<file path="src/rtl/wb_shared_bus_arb_if.sv">
`default_nettype none
// ============================================================================
// Module   : wb_shared_bus_arb_if
// Purpose  : Signal bundle between NM Wishbone masters, the shared-bus
//            interconnect and NS slaves.
// Revision : 1.0 - initial release
// ============================================================================
interface wb_shared_bus_arb_if #(
    parameter int WB_DATA_WIDTH = 32,
    parameter int WB_ADDR_WIDTH = 32,
    parameter int WB_SEL_WIDTH  = WB_DATA_WIDTH / 8,
    parameter int NM            = 2,
    parameter int NS            = 3
);
    logic [NM*WB_ADDR_WIDTH-1:0] m_adr_i;
    logic [NM*WB_DATA_WIDTH-1:0] m_dat_i;
    logic [NM-1:0]               m_we_i;
    logic [NM*WB_SEL_WIDTH-1:0]  m_sel_i;
    logic [NM-1:0]               m_stb_i;
    logic [NM-1:0]               m_cyc_i;
    logic [NM-1:0]               m_ack_o;
    logic [NM-1:0]               m_err_o;
    logic [WB_DATA_WIDTH-1:0]    m_dat_o;
    logic [WB_ADDR_WIDTH-1:0]    s_adr_o;
    logic [WB_DATA_WIDTH-1:0]    s_dat_o;
    logic                        s_we_o;
    logic [WB_SEL_WIDTH-1:0]     s_sel_o;
    logic [NS-1:0]               s_stb_o;
    logic [NS-1:0]               s_cyc_o;
    logic [NS-1:0]               s_ack_i;
    logic [NS*WB_DATA_WIDTH-1:0] s_dat_i;
    logic [NM-1:0]               grant_o;

    // Interconnect view: it masters the slave side of the bus.
    modport master (
        input  m_adr_i, m_dat_i, m_we_i, m_sel_i, m_stb_i, m_cyc_i,
        input  s_ack_i, s_dat_i,
        output m_ack_o, m_err_o, m_dat_o,
        output s_adr_o, s_dat_o, s_we_o, s_sel_o, s_stb_o, s_cyc_o,
        output grant_o
    );

    // Attached-agent view (masters and slaves around the interconnect).
    modport slave (
        output m_adr_i, m_dat_i, m_we_i, m_sel_i, m_stb_i, m_cyc_i,
        output s_ack_i, s_dat_i,
        input  m_ack_o, m_err_o, m_dat_o,
        input  s_adr_o, s_dat_o, s_we_o, s_sel_o, s_stb_o, s_cyc_o,
        input  grant_o
    );
endinterface
`default_nettype wire

</file>
<file path="src/rtl/wb_shared_bus_arb.sv">
`default_nettype none
// ============================================================================
// Module   : wb_shared_bus_arb
// Purpose  : Wishbone B4 classic shared bus, NM masters / NS slaves, round-
//            robin grant held for a whole CYC, mask/base decode, ERR on miss.
//            Optional watchdog enabled by defining WB_ARB_TIMEOUT_EN.
// Revision : 1.0 - initial release
// ============================================================================
module wb_shared_bus_arb #(
    parameter int WB_DATA_WIDTH = 32,
    parameter int WB_ADDR_WIDTH = 32,
    parameter int WB_SEL_WIDTH  = WB_DATA_WIDTH / 8,
    parameter int NM            = 2,
    parameter int NS            = 3,
    parameter logic [NS*WB_ADDR_WIDTH-1:0] SLAVE_BASE =
        {32'h0002_0000, 32'h0001_0000, 32'h0000_0000},
    parameter logic [NS*WB_ADDR_WIDTH-1:0] SLAVE_MASK =
        {32'hFFFF_F000, 32'hFFFF_F000, 32'hFFFF_0000},
    parameter int TIMEOUT_CYCLES = 16
) (
    input  wire logic           clk_i,
    input  wire logic           rst_i,
    wb_shared_bus_arb_if.master bus
);

    localparam int c_AW     = WB_ADDR_WIDTH;
    localparam int c_DW     = WB_DATA_WIDTH;
    localparam int c_SW     = WB_SEL_WIDTH;
    localparam int c_IDX_W  = (NM > 1) ? $clog2(NM) : 1;
    localparam int c_SIDX_W = (NS > 1) ? $clog2(NS) : 1;

    typedef enum logic [1:0] {
        S_IDLE  = 2'd0,
        S_GRANT = 2'd1,
        S_ERR   = 2'd2
    } state_t;

    state_t              r_state;
    state_t              w_state_nxt;
    logic [c_IDX_W-1:0]  r_gidx;
    logic [c_IDX_W-1:0]  w_gidx_nxt;
    logic [c_IDX_W-1:0]  r_ptr;
    logic [c_IDX_W-1:0]  w_ptr_nxt;
    logic [c_IDX_W-1:0]  w_rr_idx;
    logic                w_rr_found;

    logic                w_granted;
    logic                w_g_cyc;
    logic                w_g_stb;
    logic                w_g_we;
    logic [c_AW-1:0]     w_g_adr;
    logic [c_DW-1:0]     w_g_dat;
    logic [c_SW-1:0]     w_g_sel;
    logic [NM-1:0]       w_grant_oh;

    logic                w_any_hit;
    logic [c_SIDX_W-1:0] w_sel_idx;
    logic [NS-1:0]       w_sel_oh;
    logic                w_s_ack;
    logic                w_active;
    logic                w_timeout;

    // Round-robin search starting just after the last owner.
    always_comb begin
        w_rr_idx   = r_ptr;
        w_rr_found = 1'b0;
        for (int i = 1; i <= NM; i++) begin
            if (!w_rr_found && bus.m_cyc_i[(int'(r_ptr) + i) % NM]) begin
                w_rr_found = 1'b1;
                w_rr_idx   = c_IDX_W'((int'(r_ptr) + i) % NM);
            end
        end
    end

    always_comb begin
        w_granted  = (r_state != S_IDLE);
        w_g_cyc    = w_granted & bus.m_cyc_i[r_gidx];
        w_g_stb    = w_granted & bus.m_stb_i[r_gidx];
        w_g_we     = bus.m_we_i[r_gidx];
        w_g_adr    = bus.m_adr_i[int'(r_gidx)*c_AW +: c_AW];
        w_g_dat    = bus.m_dat_i[int'(r_gidx)*c_DW +: c_DW];
        w_g_sel    = bus.m_sel_i[int'(r_gidx)*c_SW +: c_SW];
        w_grant_oh = w_granted ? (NM'(1) << r_gidx) : '0;
    end

    // Scan downwards so the lowest-numbered matching slave wins on overlap.
    always_comb begin
        w_any_hit = 1'b0;
        w_sel_idx = '0;
        for (int s = NS - 1; s >= 0; s--) begin
            if ((w_g_adr & SLAVE_MASK[s*c_AW +: c_AW]) == SLAVE_BASE[s*c_AW +: c_AW]) begin
                w_any_hit = 1'b1;
                w_sel_idx = c_SIDX_W'(s);
            end
        end
    end

    assign w_sel_oh = NS'(1) << w_sel_idx;
    assign w_s_ack  = bus.s_ack_i[w_sel_idx];
    assign w_active = (r_state == S_GRANT) && w_g_cyc && w_any_hit && !w_timeout;

`ifdef WB_ARB_TIMEOUT_EN
    localparam int c_TO_W = $clog2(TIMEOUT_CYCLES + 1);

    logic [c_TO_W-1:0] r_to_cnt;
    logic              w_waiting;

    assign w_waiting = (r_state == S_GRANT) && w_g_cyc && w_g_stb && w_any_hit && !w_s_ack;
    assign w_timeout = w_waiting && (r_to_cnt == c_TO_W'(TIMEOUT_CYCLES - 1));

    always_ff @(posedge clk_i or posedge rst_i) begin
        if (rst_i) begin
            r_to_cnt <= '0;
        end else if (w_waiting && !w_timeout) begin
            r_to_cnt <= r_to_cnt + 1'b1;
        end else begin
            r_to_cnt <= '0;
        end
    end
`else
    // No watchdog: a silent slave stalls the bus until its master gives up.
    assign w_timeout = (TIMEOUT_CYCLES < 0);
`endif

    always_comb begin
        w_state_nxt = r_state;
        w_gidx_nxt  = r_gidx;
        w_ptr_nxt   = r_ptr;
        case (r_state)
            S_IDLE: begin
                if (|bus.m_cyc_i) begin
                    w_state_nxt = S_GRANT;
                    w_gidx_nxt  = w_rr_idx;
                    w_ptr_nxt   = w_rr_idx;
                end
            end
            S_GRANT: begin
                if (!w_g_cyc) begin
                    w_state_nxt = S_IDLE;
                end else if (w_g_stb && !w_any_hit) begin
                    w_state_nxt = S_ERR;
                end
            end
            S_ERR:   w_state_nxt = S_GRANT;
            default: w_state_nxt = S_IDLE;
        endcase
    end

    always_ff @(posedge clk_i or posedge rst_i) begin
        if (rst_i) begin
            r_state <= S_IDLE;
            r_gidx  <= '0;
            r_ptr   <= c_IDX_W'(NM - 1);
        end else begin
            r_state <= w_state_nxt;
            r_gidx  <= w_gidx_nxt;
            r_ptr   <= w_ptr_nxt;
        end
    end

    assign bus.grant_o = w_grant_oh;
    assign bus.s_adr_o = w_granted ? w_g_adr : '0;
    assign bus.s_dat_o = w_granted ? w_g_dat : '0;
    assign bus.s_we_o  = w_granted & w_g_we;
    assign bus.s_sel_o = w_granted ? w_g_sel : '0;
    assign bus.s_cyc_o = w_active ? w_sel_oh : '0;
    assign bus.s_stb_o = (w_active && w_g_stb) ? w_sel_oh : '0;
    assign bus.m_ack_o = (w_active && w_s_ack) ? w_grant_oh : '0;
    assign bus.m_err_o = ((r_state == S_ERR) || w_timeout) ? w_grant_oh : '0;
    assign bus.m_dat_o = w_active ? bus.s_dat_i[int'(w_sel_idx)*c_DW +: c_DW] : '0;

endmodule
`default_nettype wire

</file>
<file path="src/flat_wrapper.sv">
// flat-port wrapper written by rule: the top's interface ports become plain ports
module wb_shared_bus_arb_flat 
#(
    parameter int WB_DATA_WIDTH = 32,
    parameter int WB_ADDR_WIDTH = 32,
    parameter int WB_SEL_WIDTH  = WB_DATA_WIDTH / 8,
    parameter int NM            = 2,
    parameter int NS            = 3,
    parameter logic [NS*WB_ADDR_WIDTH-1:0] SLAVE_BASE =
        {32'h0002_0000, 32'h0001_0000, 32'h0000_0000},
    parameter logic [NS*WB_ADDR_WIDTH-1:0] SLAVE_MASK =
        {32'hFFFF_F000, 32'hFFFF_F000, 32'hFFFF_0000},
    parameter int TIMEOUT_CYCLES = 16
)
  (clk_i, rst_i, bus_m_adr_i, bus_m_dat_i, bus_m_we_i, bus_m_sel_i, bus_m_stb_i, bus_m_cyc_i, bus_s_ack_i, bus_s_dat_i, bus_m_ack_o, bus_m_err_o, bus_m_dat_o, bus_s_adr_o, bus_s_dat_o, bus_s_we_o, bus_s_sel_o, bus_s_stb_o, bus_s_cyc_o, bus_grant_o);
  wb_shared_bus_arb_if #(.WB_DATA_WIDTH(WB_DATA_WIDTH), .WB_ADDR_WIDTH(WB_ADDR_WIDTH), .WB_SEL_WIDTH(WB_SEL_WIDTH), .NM(NM), .NS(NS)) bus_i ();
  input  wire logic clk_i;
  input  wire logic rst_i;
  input wire logic [$bits(bus_i.m_adr_i)-1:0] bus_m_adr_i;
  input wire logic [$bits(bus_i.m_dat_i)-1:0] bus_m_dat_i;
  input wire logic [$bits(bus_i.m_we_i)-1:0] bus_m_we_i;
  input wire logic [$bits(bus_i.m_sel_i)-1:0] bus_m_sel_i;
  input wire logic [$bits(bus_i.m_stb_i)-1:0] bus_m_stb_i;
  input wire logic [$bits(bus_i.m_cyc_i)-1:0] bus_m_cyc_i;
  input wire logic [$bits(bus_i.s_ack_i)-1:0] bus_s_ack_i;
  input wire logic [$bits(bus_i.s_dat_i)-1:0] bus_s_dat_i;
  output wire logic [$bits(bus_i.m_ack_o)-1:0] bus_m_ack_o;
  output wire logic [$bits(bus_i.m_err_o)-1:0] bus_m_err_o;
  output wire logic [$bits(bus_i.m_dat_o)-1:0] bus_m_dat_o;
  output wire logic [$bits(bus_i.s_adr_o)-1:0] bus_s_adr_o;
  output wire logic [$bits(bus_i.s_dat_o)-1:0] bus_s_dat_o;
  output wire logic [$bits(bus_i.s_we_o)-1:0] bus_s_we_o;
  output wire logic [$bits(bus_i.s_sel_o)-1:0] bus_s_sel_o;
  output wire logic [$bits(bus_i.s_stb_o)-1:0] bus_s_stb_o;
  output wire logic [$bits(bus_i.s_cyc_o)-1:0] bus_s_cyc_o;
  output wire logic [$bits(bus_i.grant_o)-1:0] bus_grant_o;
  assign bus_i.m_adr_i = bus_m_adr_i;
  assign bus_i.m_dat_i = bus_m_dat_i;
  assign bus_i.m_we_i = bus_m_we_i;
  assign bus_i.m_sel_i = bus_m_sel_i;
  assign bus_i.m_stb_i = bus_m_stb_i;
  assign bus_i.m_cyc_i = bus_m_cyc_i;
  assign bus_i.s_ack_i = bus_s_ack_i;
  assign bus_i.s_dat_i = bus_s_dat_i;
  assign bus_m_ack_o = bus_i.m_ack_o;
  assign bus_m_err_o = bus_i.m_err_o;
  assign bus_m_dat_o = bus_i.m_dat_o;
  assign bus_s_adr_o = bus_i.s_adr_o;
  assign bus_s_dat_o = bus_i.s_dat_o;
  assign bus_s_we_o = bus_i.s_we_o;
  assign bus_s_sel_o = bus_i.s_sel_o;
  assign bus_s_stb_o = bus_i.s_stb_o;
  assign bus_s_cyc_o = bus_i.s_cyc_o;
  assign bus_grant_o = bus_i.grant_o;
  wb_shared_bus_arb #(.WB_DATA_WIDTH(WB_DATA_WIDTH), .WB_ADDR_WIDTH(WB_ADDR_WIDTH), .WB_SEL_WIDTH(WB_SEL_WIDTH), .NM(NM), .NS(NS), .SLAVE_BASE(SLAVE_BASE), .SLAVE_MASK(SLAVE_MASK), .TIMEOUT_CYCLES(TIMEOUT_CYCLES)) u_core (.clk_i(clk_i), .rst_i(rst_i), .bus(bus_i));
endmodule
</file>
<file path="config.mk">
export PLATFORM = sky130hd
export DESIGN_NAME = wb_shared_bus_arb_flat
export DESIGN_NICKNAME = d
export VERILOG_FILES = /design/src/rtl/wb_shared_bus_arb_if.sv /design/src/rtl/wb_shared_bus_arb.sv /design/src/flat_wrapper.sv
export SDC_FILE = /design/constraint.sdc
export NUM_CORES = 1
export LEC_CHECK = 0
export BUFFER_PORTS_ARGS = -buffer_cell sky130_fd_sc_hd__buf_2
export CAP_MARGIN = 20
export CORE_AREA = 2 2 138 140
export CTS_BUF_LIST = sky130_fd_sc_hd__clkbuf_16
export CTS_CLUSTER_DIAMETER = 80
export DETAILED_ROUTE_END_ITERATION = 8
export DIE_AREA = 0 0 140 142
export GPL_ROUTABILITY_DRIVEN = 0
export PLACE_DENSITY = 0.45
export SYNTH_ARGS = -nofsm -noshare
export SYNTH_HDL_FRONTEND = slang
export SYNTH_SLANG_ARGS = --single-unit
</file>
<file path="constraint.sdc">
create_clock -name clk_i -period 6.3 [get_ports clk_i]
set_input_delay 0.945 -clock clk_i [delete_from_list [all_inputs] [get_ports clk_i]]
set_output_delay 0.945 -clock clk_i [all_outputs]
set_load 0.01 [all_outputs]
</file>
==> results.py, run 1 <==
metrics = {
    "global_route": {
        "antenna_found_initial": 0,
        "grtUsageMet3": 0.01682,
        "grt_max_degree": 76,
        "grt_overflow": 0,
        "grt_pass1_wl_um": 20040,
        "use_met2": 0.2481,
        "track_usage": 0.1239,
        "first_global_vias": 3792,
        "grt_busiest_layer": "met2",
        "grt.met1_usage": 0.1392,
    },
    "route": {
        "drtPass1Iterations": 7,
        "final_antenna_net_count": 0,
        "wirelength_um": 13810,
        "vias": 4009,
        "via_per_inst": 4.377,
        "drt_iter0_markers": 219,
        "wl_per_cell_um": 15.07,
        "drc_errors": 24,
    },
    "clock_tree": {
        "cts_buffer_depth": 2,
        "cts_buffers": 3,
        "cts.sinks": 4,
        "cts_root_buf": "clkbuf_16",
        "cts_setup_buffers": 0,
        "cts_tree": "yes",
        "clock_latency_ns": 0.23,
        "post_cts_resized": 0,
        "clkTransAtPathRegs_ns": 0.03,
        "cts_hold_buffers": 0,
        "h-tree-depth": 1,
    },
    "synth": {
        "ys.flop_type": "dfrtp_1",
        "synth_fp_nets": 598,
        "synthCells": 355,
        "syn-cell-area_mm2": 0.002537,
        "synth.top_cell.area_share": 0.2761,
        "ys_ff_latch": 4,
        "yosysUniqueCellTypes": 43,
        "seq_area_frac_synth": 0.03994,
        "postSynthAreaPerCell_um2": 7.148,
        "netlist.top_cell.by_area": "mux2i_1",
        "async_reset_ff_frac": 1.000,
        "synth_edf_count": 0,
        "yosysWarnings": 0,
        "synth_area_leaders": "mux2i_1 28%, nor2_1 12%, a22o_1 11%",
    },
    "place": {
        "port_buffers": 355,
        "dp_hpwl_um": 11420,
        "dpl_cell_area_mm2": 0.004477,
    },
    "worst_setup_path": {
        "crit_top_cell": "buf_2",
        "worstReg2RegEnd": "u_core.r_state[0]",
        "start_kind": "primary input",
        "crit_fanout": 28,
        "critical_path_class": "in2out",
        "r2r_setup_slack_ns": 3.49,
        "required_ns": 5.35,
        "cp-end-kind": "output pin",
        "crit_family": "compound AO/OA/AOI/OAI gates",
        "crit_slowest_cell": "a21oi_4",
        "r2r-start": "u_core.r_gidx",
        "cpPeakStageDelay_ns": 0.66,
        "path_buf_inv": 2,
        "rr_worst_depth": 5,
        "crit_arrival_ns": 3.24,
        "path_cells": "buf_2 > or4b_1 > a21oi_4 > a22o_1 > a22oi_1 > nor4_1 > buf_2",
    },
    "finish": {
        "drive_gt1_frac": 0.5821,
        "nNetsFinal": 926,
        "n_antenna_cell": 0,
        "design_area_mm2": 0.004556,
        "syn2layout_area_growth_pct": 79.54,
    },
    "floorplanning": {
        "io_pins": 356,
        "start_util": 0.1375,
        "core_mm2": 0.01846,
        "fp.dieW_um": 140,
        "rows": 50,
        "fp.dieH_um": 142,
        "dieArea_mm2": 0.01988,
    },
    "pwr": {
        "powerDensity_mw_per_mm2": 261.3,
        "swShare": 0.5229,
        "p_int_uw": 567.9,
        "power_frac_seq": 0.074,
        "power_frac_clock": 0.085,
        "peakVddDrop_mv": 0.1487,
        "pwr-share-comb": 0.841,
        "p_leak_nw": 2.508,
        "p_switching_uw": 622.3,
    },
    "sta": {
        "min_period_ns": 4.183,
        "max_freq_mhz": 239.1,
        "rsz0062_at_grt": "no",
        "finalSetupViolations": 0,
        "hold_violations": 0,
        "clock_skew_ns": 0.002756,
        "slew_headroom": 0.3314,
        "tightestPinTransition_ns": 1.003,
        "report.final.slew_viol_count": 0,
        "finalCritPeriodShare": 0.6639,
        "fin_tns_setup_ns": 0,
    },
    "run_status": {
        "violations": "DRC",
        "status": "finished with violations",
    },
    "worst_hold_path": {
        "whs_endpoint": "u_core.r_ptr",
        "hp-start": "u_core.r_ptr",
        "holdPathStages": 2,
        "hold_class": "reg2reg",
    },
    "flow_run": {
        "cap_violations": 0,
    },
}
cells in the final DEF (no fill, tap or decap), drive strengths merged:
cell and count:
a211o 1, a211oi 1, a21oi 2, a221o 1
a22o 33, a22oi 34, a31oi 1, a32o 1
a32oi 1, and2 2, and3 1, and3b 2
buf 363, clkbuf 3, dfrtp 3, dfstp 1
inv 3, mux2i 71, nand2 7, nand3 4
nand3b 1, nand4 3, nor2 78, nor2b 1
nor3 41, nor3b 3, nor4 8, nor4b 1
nor4bb 1, o211ai 2, o21a 2, or3 1
or3b 1, or4 1, or4b 1, xor2 2
layer usage:
layer	part of all wire	vias to the layer above
met3	0.077	10
met4	0.011	0
met5	0	-
li1	-	1996
met2	0.53	201
met1	0.38	1802
Yosys cell counts (2+ instances only):
master,n
buf_2,15
a22oi_1,33
nand2_1,7
nor4_1,8
and3b_1,2
buf_1,4
nor3b_1,2
clkbuf_1,17
dfrtp_1,3
o211ai_1,2
nor3_1,21
nor2_1,78
inv_1,2
xor2_1,2
mux2i_1,70
and2_1,2
a22o_1,33
nand3_1,4
nor3_2,20
nand4_1,3
buf_6,4
o21a_1,2
cell families (layout without fill, tap and decap cells):
logic type	after synthesis	in the layout	synth area share
and+or+nand+nor	157	157	0.3333
AOI/OAI and AO/OA	79	79	0.2569
buffers and inverters	42	369	0.08136
muxes	71	71	0.2816
DFF	4	4	0.03994
xor gates and xnor gates	2	2	0.006905
through the flow:
step	utilization	hold slack, ns	worst slack, ns	cells	total power, mW
2_1_floorplan	-	0.5042	2.900	355	0.7200
3_3_place_gp	0.2420	0.5196	1.628	910	1.106
3_5_place_dp	0.2426	0.5171	2.090	912	1.105
4_1_cts	0.2468	0.5213	2.082	916	1.210
5_1_grt	0.2468	0.5703	1.854	916	1.288
6_report	0.2468	0.5227	2.117	916	1.190
power groups by stage:
stage / clock network [mW] / logic [mW] / registers (mW)
5_1_grt: 0.105 / 1.09 / 0.0924
4_1_cts: 0.102 / 1.02 / 0.0882
2_1_floorplan: 0 / 0.673 / 0.0471
3_3_place_gp: 0 / 1.02 / 0.0895
3_5_place_dp: 0 / 1.02 / 0.0884
6_report: 0.101 / 1.00 / 0.0883
worst max-delay path by stage:
stage                           end  slack, ns            start  cells after the start
floorplan           bus_m_dat_o[10]       2.90  bus_m_adr_i[51]                      6
global placement    bus_m_dat_o[10]       1.63  bus_m_adr_i[30]                      8
detailed placement   bus_m_ack_o[1]       2.09  bus_m_adr_i[51]                      7
CTS                  bus_m_ack_o[1]       2.08  bus_m_adr_i[51]                      7
global route        bus_m_dat_o[10]       1.85  bus_m_adr_i[56]                      8
finish               bus_m_ack_o[1]       2.12  bus_m_adr_i[51]                      7
layout make-up:
| cell class | count | area [µm²] |
|---|---|---|
| fillers | 2084 | 13900 |
| multi-input cells | 309 | 2240 |
| repair buffers | 363 | 1832 |
| well taps | 234 | 292.8 |
| flip-flops and latches | 4 | 105.1 |
| clock buffers | 3 | 75.07 |
| inverters | 2 | 7.507 |
| clock inverters | 1 | 3.754 |
worst register-to-register path, delay by kind of cell (launching register included):
kind	cells	cell delay [ns]
AO/OA/AOI/OAI	2	0.81
flip-flops	1	0.64
AND/OR/NAND/NOR	3	1.30
sequential cells by signal, indices dropped and copies added, names as in the netlist:
register        cells
u_core.r_state      2
u_core.r_ptr        1
u_core.r_gidx       1
No activity file was read; power rests on OpenSTA's default activity.
==> inputs of run 2 (changes only) <==
==> constraint.sdc (replaced) <==
create_clock -name clk_i -period 4.3 [get_ports clk_i]
set_input_delay 0.645 -clock clk_i [delete_from_list [all_inputs] [get_ports clk_i]]
set_output_delay 0.645 -clock clk_i [all_outputs]
set_load 0.01 [all_outputs]
==> results.py, run 2 (synthesis results as in run 1) <==
metrics = {
    "sta": {
        "rsz0062_at_grt": "no",
        "fin_tns_setup_ns": 0,
        "max_freq_mhz": 285.0,
        "finalCritPeriodShare": 0.8160,
        "slew_headroom": 0.3484,
        "finalSetupViolations": 0,
        "clock_skew_ns": 0.0003575,
        "hold_violations": 0,
        "min_period_ns": 3.509,
        "tightestPinTransition_ns": 0.9773,
        "fin_hold_ws_ns": 0.3050,
        "report.final.slew_viol_count": 0,
    },
    "floorplanning": {
        "rows": 50,
        "dieArea_mm2": 0.01988,
        "core_mm2": 0.01846,
        "fp.dieH_um": 142,
        "start_util": 0.1375,
        "fp.dieW_um": 140,
        "io_pins": 356,
    },
    "global_route": {
        "track_usage": 0.1232,
        "grt_overflow": 0,
        "grt_max_degree": 72,
        "grt_pass1_wl_um": 19930,
        "first_global_vias": 3819,
        "antenna_found_initial": 0,
    },
    "clock_tree": {
        "post_cts_resized": 0,
        "h-tree-depth": 1,
        "cts_setup_buffers": 0,
        "clkTransAtPathRegs_ns": 0.03,
        "cts_root_buf": "clkbuf_16",
        "cts_tree": "yes",
        "cts_buffers": 3,
        "clock_latency_ns": 0.23,
        "cts_buffer_depth": 2,
        "cts_hold_buffers": 0,
        "cts.sinks": 4,
    },
    "finish": {
        "n_antenna_cell": 0,
        "top_register": "u_core.r_state",
        "multi_input_area_mm2": 0.002240,
        "design_area_mm2": 0.004573,
        "reg_top3": "u_core.r_state (2), u_core.r_gidx (1), u_core.r_ptr (1)",
        "syn2layout_area_growth_pct": 80.23,
        "nNetsFinal": 926,
        "largest_reg_flops": 2,
        "final_cell_mix": "355 x buf_2, 77 x nor2_1, 70 x mux2i_1, 33 x a22o_1, 33 x a22oi_1",
        "final_common_cell": "buf_2",
        "n_fill_cell": 2079,
        "drive_gt1_frac": 0.5821,
        "seq_area_um2": 105.1,
    },
    "run_status": {
        "status": "finished with violations",
        "violations": "DRC",
    },
    "route": {
        "wl_per_cell_um": 15.02,
        "drtPass1Iterations": 8,
        "wirelength_um": 13760,
        "vias": 4015,
        "drt_iter0_markers": 222,
        "via_per_inst": 4.383,
        "drc_errors": 24,
        "final_antenna_net_count": 0,
    },
    "worst_setup_path": {
        "required_ns": 3.65,
        "path_buf_inv": 1,
        "crit_slowest_cell": "dfrtp_4",
        "crit_fanout": 38,
        "cpPeakStageDelay_ns": 0.72,
        "critical_path_class": "reg2out",
        "crit_family": "compound AO/OA/AOI/OAI gates",
        "start_kind": "flip-flop",
        "crit_arrival_ns": 2.86,
        "cp-end-kind": "output pin",
        "path_cells": "mux2i_2 > o21a_1 > o211ai_1 > o21a_2 > nor3_1 > buf_2",
    },
    "place": {
        "dpl_cell_area_mm2": 0.004494,
        "port_buffers": 355,
        "dp_hpwl_um": 11500,
    },
    "pwr": {
        "p_leak_nw": 2.510,
        "p_switching_uw": 916.0,
        "pwr-share-comb": 0.835,
        "power_frac_clock": 0.085,
        "peakVddDrop_mv": 0.2372,
        "power_frac_seq": 0.080,
        "p_int_uw": 829.9,
        "powerDensity_mw_per_mm2": 381.8,
        "swShare": 0.5246,
    },
    "worst_hold_path": {
        "hold_class": "in2async",
    },
    "flow_run": {
        "cap_violations": 0,
    },
}
run 2: power groups by stage:
stage          registers [mW]  clock network, mW  logic, mW
2_1_floorplan          0.0689                  0      0.986
3_5_place_dp            0.138                  0       1.48
4_1_cts                 0.138              0.151       1.48
6_report                0.139              0.149       1.46
5_1_grt                 0.146              0.154       1.59
3_3_place_gp            0.140                  0       1.49
run 2: per-layer routing:
metal | up-vias | global-route usage | part of all wire
met5 | - | 0 | 0
met1 | 1804 | 0.1385 | 0.38
met2 | 203 | 0.2468 | 0.53
li1 | 1998 | - | -
met3 | 10 | 0.01716 | 0.079
met4 | 0 | 0.02339 | 0.0094
run 2: path summary, 6_finish.rpt:
| kind | depth (start not counted) | to | startpoint | slack, ns |
|---|---|---|---|---|
| max in group asynchronous | 2 | u_core.r_ptr | rst_i | 3.76 |
| max | 6 | bus_m_dat_o[10] | u_core.r_gidx | 0.79 |
| min | 2 | u_core.r_gidx | rst_i | 0.30 |
| min reg2reg | 1 | u_core.r_ptr | u_core.r_ptr | 0.54 |
| min in group clk_i | 1 | u_core.r_ptr | u_core.r_ptr | 0.54 |
| max reg2reg | 5 | u_core.r_state[1] | u_core.r_gidx | 1.56 |
run 2: cell type report:
class                   count  area share
multi-input cells         309      0.4897
repair buffers            363      0.4044
well taps                 234     0.06402
flip-flops and latches      4     0.02298
clock buffers               3     0.01642
inverters                   2    0.001642
clock inverters             1   0.0008208
run 2: stage by stage:
stage | worst slack, ns | power (mW) | util | instances
2_1_floorplan | 1.500 | 1.055 | - | 355
3_3_place_gp | 0.8647 | 1.627 | 0.2435 | 912
3_5_place_dp | 0.8773 | 1.619 | 0.2435 | 912
4_1_cts | 0.7716 | 1.774 | 0.2478 | 916
5_1_grt | 0.5861 | 1.888 | 0.2478 | 916
6_report | 0.7912 | 1.746 | 0.2478 | 916
run 2: worst reg2reg max path, cell delays in order, from the launching register on:
cell and delay, ns:
dfrtp_4 0.66, nor3_1 0.38, nand3_1 0.25, and2_2 0.56
a211oi_1 0.65, nor2_1 0.10
==> inputs of run 3 (changes only) <==
--- a/config.mk
+++ b/config.mk
@@ -5,15 +5,16 @@
 export SDC_FILE = /design/constraint.sdc
 export NUM_CORES = 1
 export LEC_CHECK = 0
+export ABC_AREA = 1
 export BUFFER_PORTS_ARGS = -buffer_cell sky130_fd_sc_hd__buf_2
 export CAP_MARGIN = 20
-export CORE_AREA = 2 2 138 140
+export CORE_AREA = 2 2 137 139
 export CTS_BUF_LIST = sky130_fd_sc_hd__clkbuf_16
 export CTS_CLUSTER_DIAMETER = 80
 export DETAILED_ROUTE_END_ITERATION = 8
-export DIE_AREA = 0 0 140 142
+export DIE_AREA = 0 0 139 141
 export GPL_ROUTABILITY_DRIVEN = 0
-export PLACE_DENSITY = 0.45
+export PLACE_DENSITY = 0.46
 export SYNTH_ARGS = -nofsm -noshare
 export SYNTH_HDL_FRONTEND = slang
 export SYNTH_SLANG_ARGS = --single-unit
==> constraint.sdc (replaced) <==
create_clock -name clk_i -period 3.49 [get_ports clk_i]
set_input_delay 0.5235 -clock clk_i [delete_from_list [all_inputs] [get_ports clk_i]]
set_output_delay 0.5235 -clock clk_i [all_outputs]
set_load 0.01 [all_outputs]
==> results.py, run 3 <==
metrics = {
    "clock_tree": {
        "clkTransAtPathRegs_ns": 0.03,
        "cts_hold_buffers": 0,
        "cts_buffer_depth": 2,
        "cts_tree": "yes",
        "h-tree-depth": 1,
        "post_cts_resized": 0,
        "cts_buffers": 3,
        "clock_latency_ns": 0.23,
        "cts_setup_buffers": 0,
        "cts.sinks": 4,
        "cts_root_buf": "clkbuf_16",
    },
    "sta": {
        "slew_headroom": 0.5843,
        "rsz0062_at_grt": "no",
        "finalCritPeriodShare": 0.8909,
        "max_freq_mhz": 321.6,
        "hold_violations": 0,
        "report.final.slew_viol_count": 0,
        "finalSetupViolations": 0,
        "clock_skew_ns": 0.003304,
        "tightestPinTransition_ns": 0.6228,
        "min_period_ns": 3.109,
        "fin_tns_setup_ns": 0,
    },
    "synth": {
        "ys_ff_latch": 4,
        "synth_area_leaders": "nand2_1 22%, a22o_1 16%, nor2_1 12%",
        "async_reset_ff_frac": 1.000,
        "postSynthAreaPerCell_um2": 5.414,
        "ys.flop_type": "dfrtp_1",
        "synth-simple-area-share": 0.5149,
        "synth_common_cells": "161 x nand2_1, 85 x nor2_1, 49 x a22o_1",
        "yosysWarnings": 0,
        "synth_edf_count": 0,
        "synth.top_cell.area_share": 0.2215,
        "seq_area_frac_synth": 0.03714,
        "synth_top_family_by_area": "simple AND/OR/NAND/NOR gates",
        "netlist.top_cell.by_area": "nand2_1",
        "synth_most_common_cell": "nand2_1",
        "synth_fp_nets": 747,
        "yosys.area_share.adder": 0,
        "synth-compound-area-share": 0.2682,
        "yosys.area_share.xor_xnor": 0,
        "synthCells": 504,
        "yosysUniqueCellTypes": 33,
        "synth_mux_area_frac": 0,
        "syn-cell-area_mm2": 0.002729,
    },
    "worst_setup_path": {
        "cp-end-kind": "output pin",
        "required_ns": 2.97,
        "start_kind": "flip-flop",
        "crit_fanout": 32,
        "crit_arrival_ns": 2.59,
        "critical_path_class": "reg2out",
    },
    "global_route": {
        "grt_overflow": 0,
        "antenna_found_initial": 1,
        "track_usage": 0.1529,
        "first_global_vias": 4191,
        "grt_pass1_wl_um": 23470,
        "grt_max_degree": 51,
    },
    "place": {
        "port_buffers": 355,
        "dpl_cell_area_mm2": 0.004616,
        "dp_hpwl_um": 13910,
    },
    "route": {
        "drc_errors": 0,
        "drtPass1Iterations": 4,
        "wl_per_cell_um": 15.07,
        "wirelength_um": 16150,
        "via_per_inst": 4.086,
        "drt_iter0_markers": 141,
        "final_antenna_net_count": 0,
        "vias": 4380,
    },
    "finish": {
        "seq_area_um2": 101.3,
        "drive_gt1_frac": 0.5245,
        "final_common_cell": "buf_2",
        "final_cell_mix": "355 x buf_2, 161 x nand2_1, 85 x nor2_1, 49 x a22o_1, 44 x inv_1",
        "reg_top3": "u_core.r_state (2), u_core.r_gidx (1), u_core.r_ptr (1)",
        "top_register": "u_core.r_state",
        "design_area_mm2": 0.004697,
        "syn2layout_area_growth_pct": 72.12,
        "largest_reg_flops": 2,
        "nNetsFinal": 1081,
        "n_fill_cell": 2115,
        "multi_input_area_mm2": 0.002142,
    },
    "pwr": {
        "peakVddDrop_mv": 0.4380,
        "p_leak_nw": 2.963,
        "powerDensity_mw_per_mm2": 524.5,
    },
    "floorplanning": {
        "fp.dieW_um": 139,
        "start_util": 0.1494,
        "fp.dieH_um": 141,
        "io_pins": 356,
        "rows": 50,
        "dieArea_mm2": 0.01960,
        "core_mm2": 0.01827,
    },
    "flow_run": {
        "cap_violations": 0,
    },
    "run_status": {
        "status": "finished clean",
    },
    "worst_hold_path": {
        "hold_class": "in2async",
    },
}
==> run 3: cell count changes after synthesis, moves of 19 or more <==
cell     change
a22oi_1     -33
inv_1       +41
mux2i_1     -70
nand2_1    +154
nand3_1     +33
nor2_2      +23
nor3_2      -19
o21ai_2     +28
==> run 3: worst paths after layout <==
check                              start                end  slack (ns)  depth (start not counted)
max in group asynchronous          rst_i       u_core.r_ptr        3.08                          2
hold reg to reg             u_core.r_ptr       u_core.r_ptr        0.51                          2
setup reg to reg           u_core.r_gidx  u_core.r_state[1]        1.58                         11
setup / recovery           u_core.r_gidx     bus_m_dat_o[1]        0.38                         13
hold / removal                     rst_i  u_core.r_state[1]        0.17                          2
min in group clk_i          u_core.r_ptr       u_core.r_ptr        0.51                          2
==> run 3: power breakdown <==
group	internal, mW	total, mW	switching [mW]
clock network	0.148	0.184	0.0356
registers	0.0744	0.0919	0.0175
logic	0.836	2.19	1.35
total	1.06	2.46	1.40
==> run 3: cell families after synthesis <==
| family | Yosys count |
|---|---|
| and+or+nand+nor | 323 |
| DFF | 4 |
| AOI/OAI and AO/OA | 88 |
| buffers and inverters | 89 |
==> run 3: layer usage <==
layer	vias up	wire, µm	global-route usage
met5	-	0	0
met4	0	185	0.02552
met3	11	1024	0.01902
met2	206	9146	0.3218
met1	1881	5793	0.1619
li1	2282	-	-
==> run 3: worst max-delay path, cell delays in order, from the launching register on <==
cell      delay [ns]
dfrtp_1         0.42
buf_4           0.28
nand2_1         0.08
o21ai_1         0.10
nand2_1         0.12
nor2_4          0.12
buf_4           0.21
nand3_4         0.13
nand3_2         0.10
nand2_4         0.10
clkinv_4        0.28
o21ai_1         0.11
nor2_1          0.13
buf_2           0.15
==> run 3: layout make-up <==
class | count | share of cell area
Antenna cell | 1 | 0.0005328
Clock buffer | 3 | 0.01598
Clock inverter | 1 | 0.0007991
Inverter | 52 | 0.04422
Multi-Input combinational cell | 411 | 0.4560
Sequential cell | 4 | 0.02158
Tap cell | 234 | 0.06233
Timing Repair Buffer | 366 | 0.3985
==> run 3: stage by stage <==
stage	utilization	worst slack [ns]	hold slack (ns)	instances	power, mW
2_1_floorplan	-	1.201	0.2889	504	1.412
3_3_place_gp	0.2527	0.5949	0.4258	1067	2.345
3_5_place_dp	0.2527	0.5645	0.4228	1067	2.339
4_1_cts	0.2570	0.3282	0.1827	1071	2.528
5_1_grt	0.2570	0.1349	0.1904	1071	2.682
6_report	0.2571	0.3808	0.1748	1072	2.464
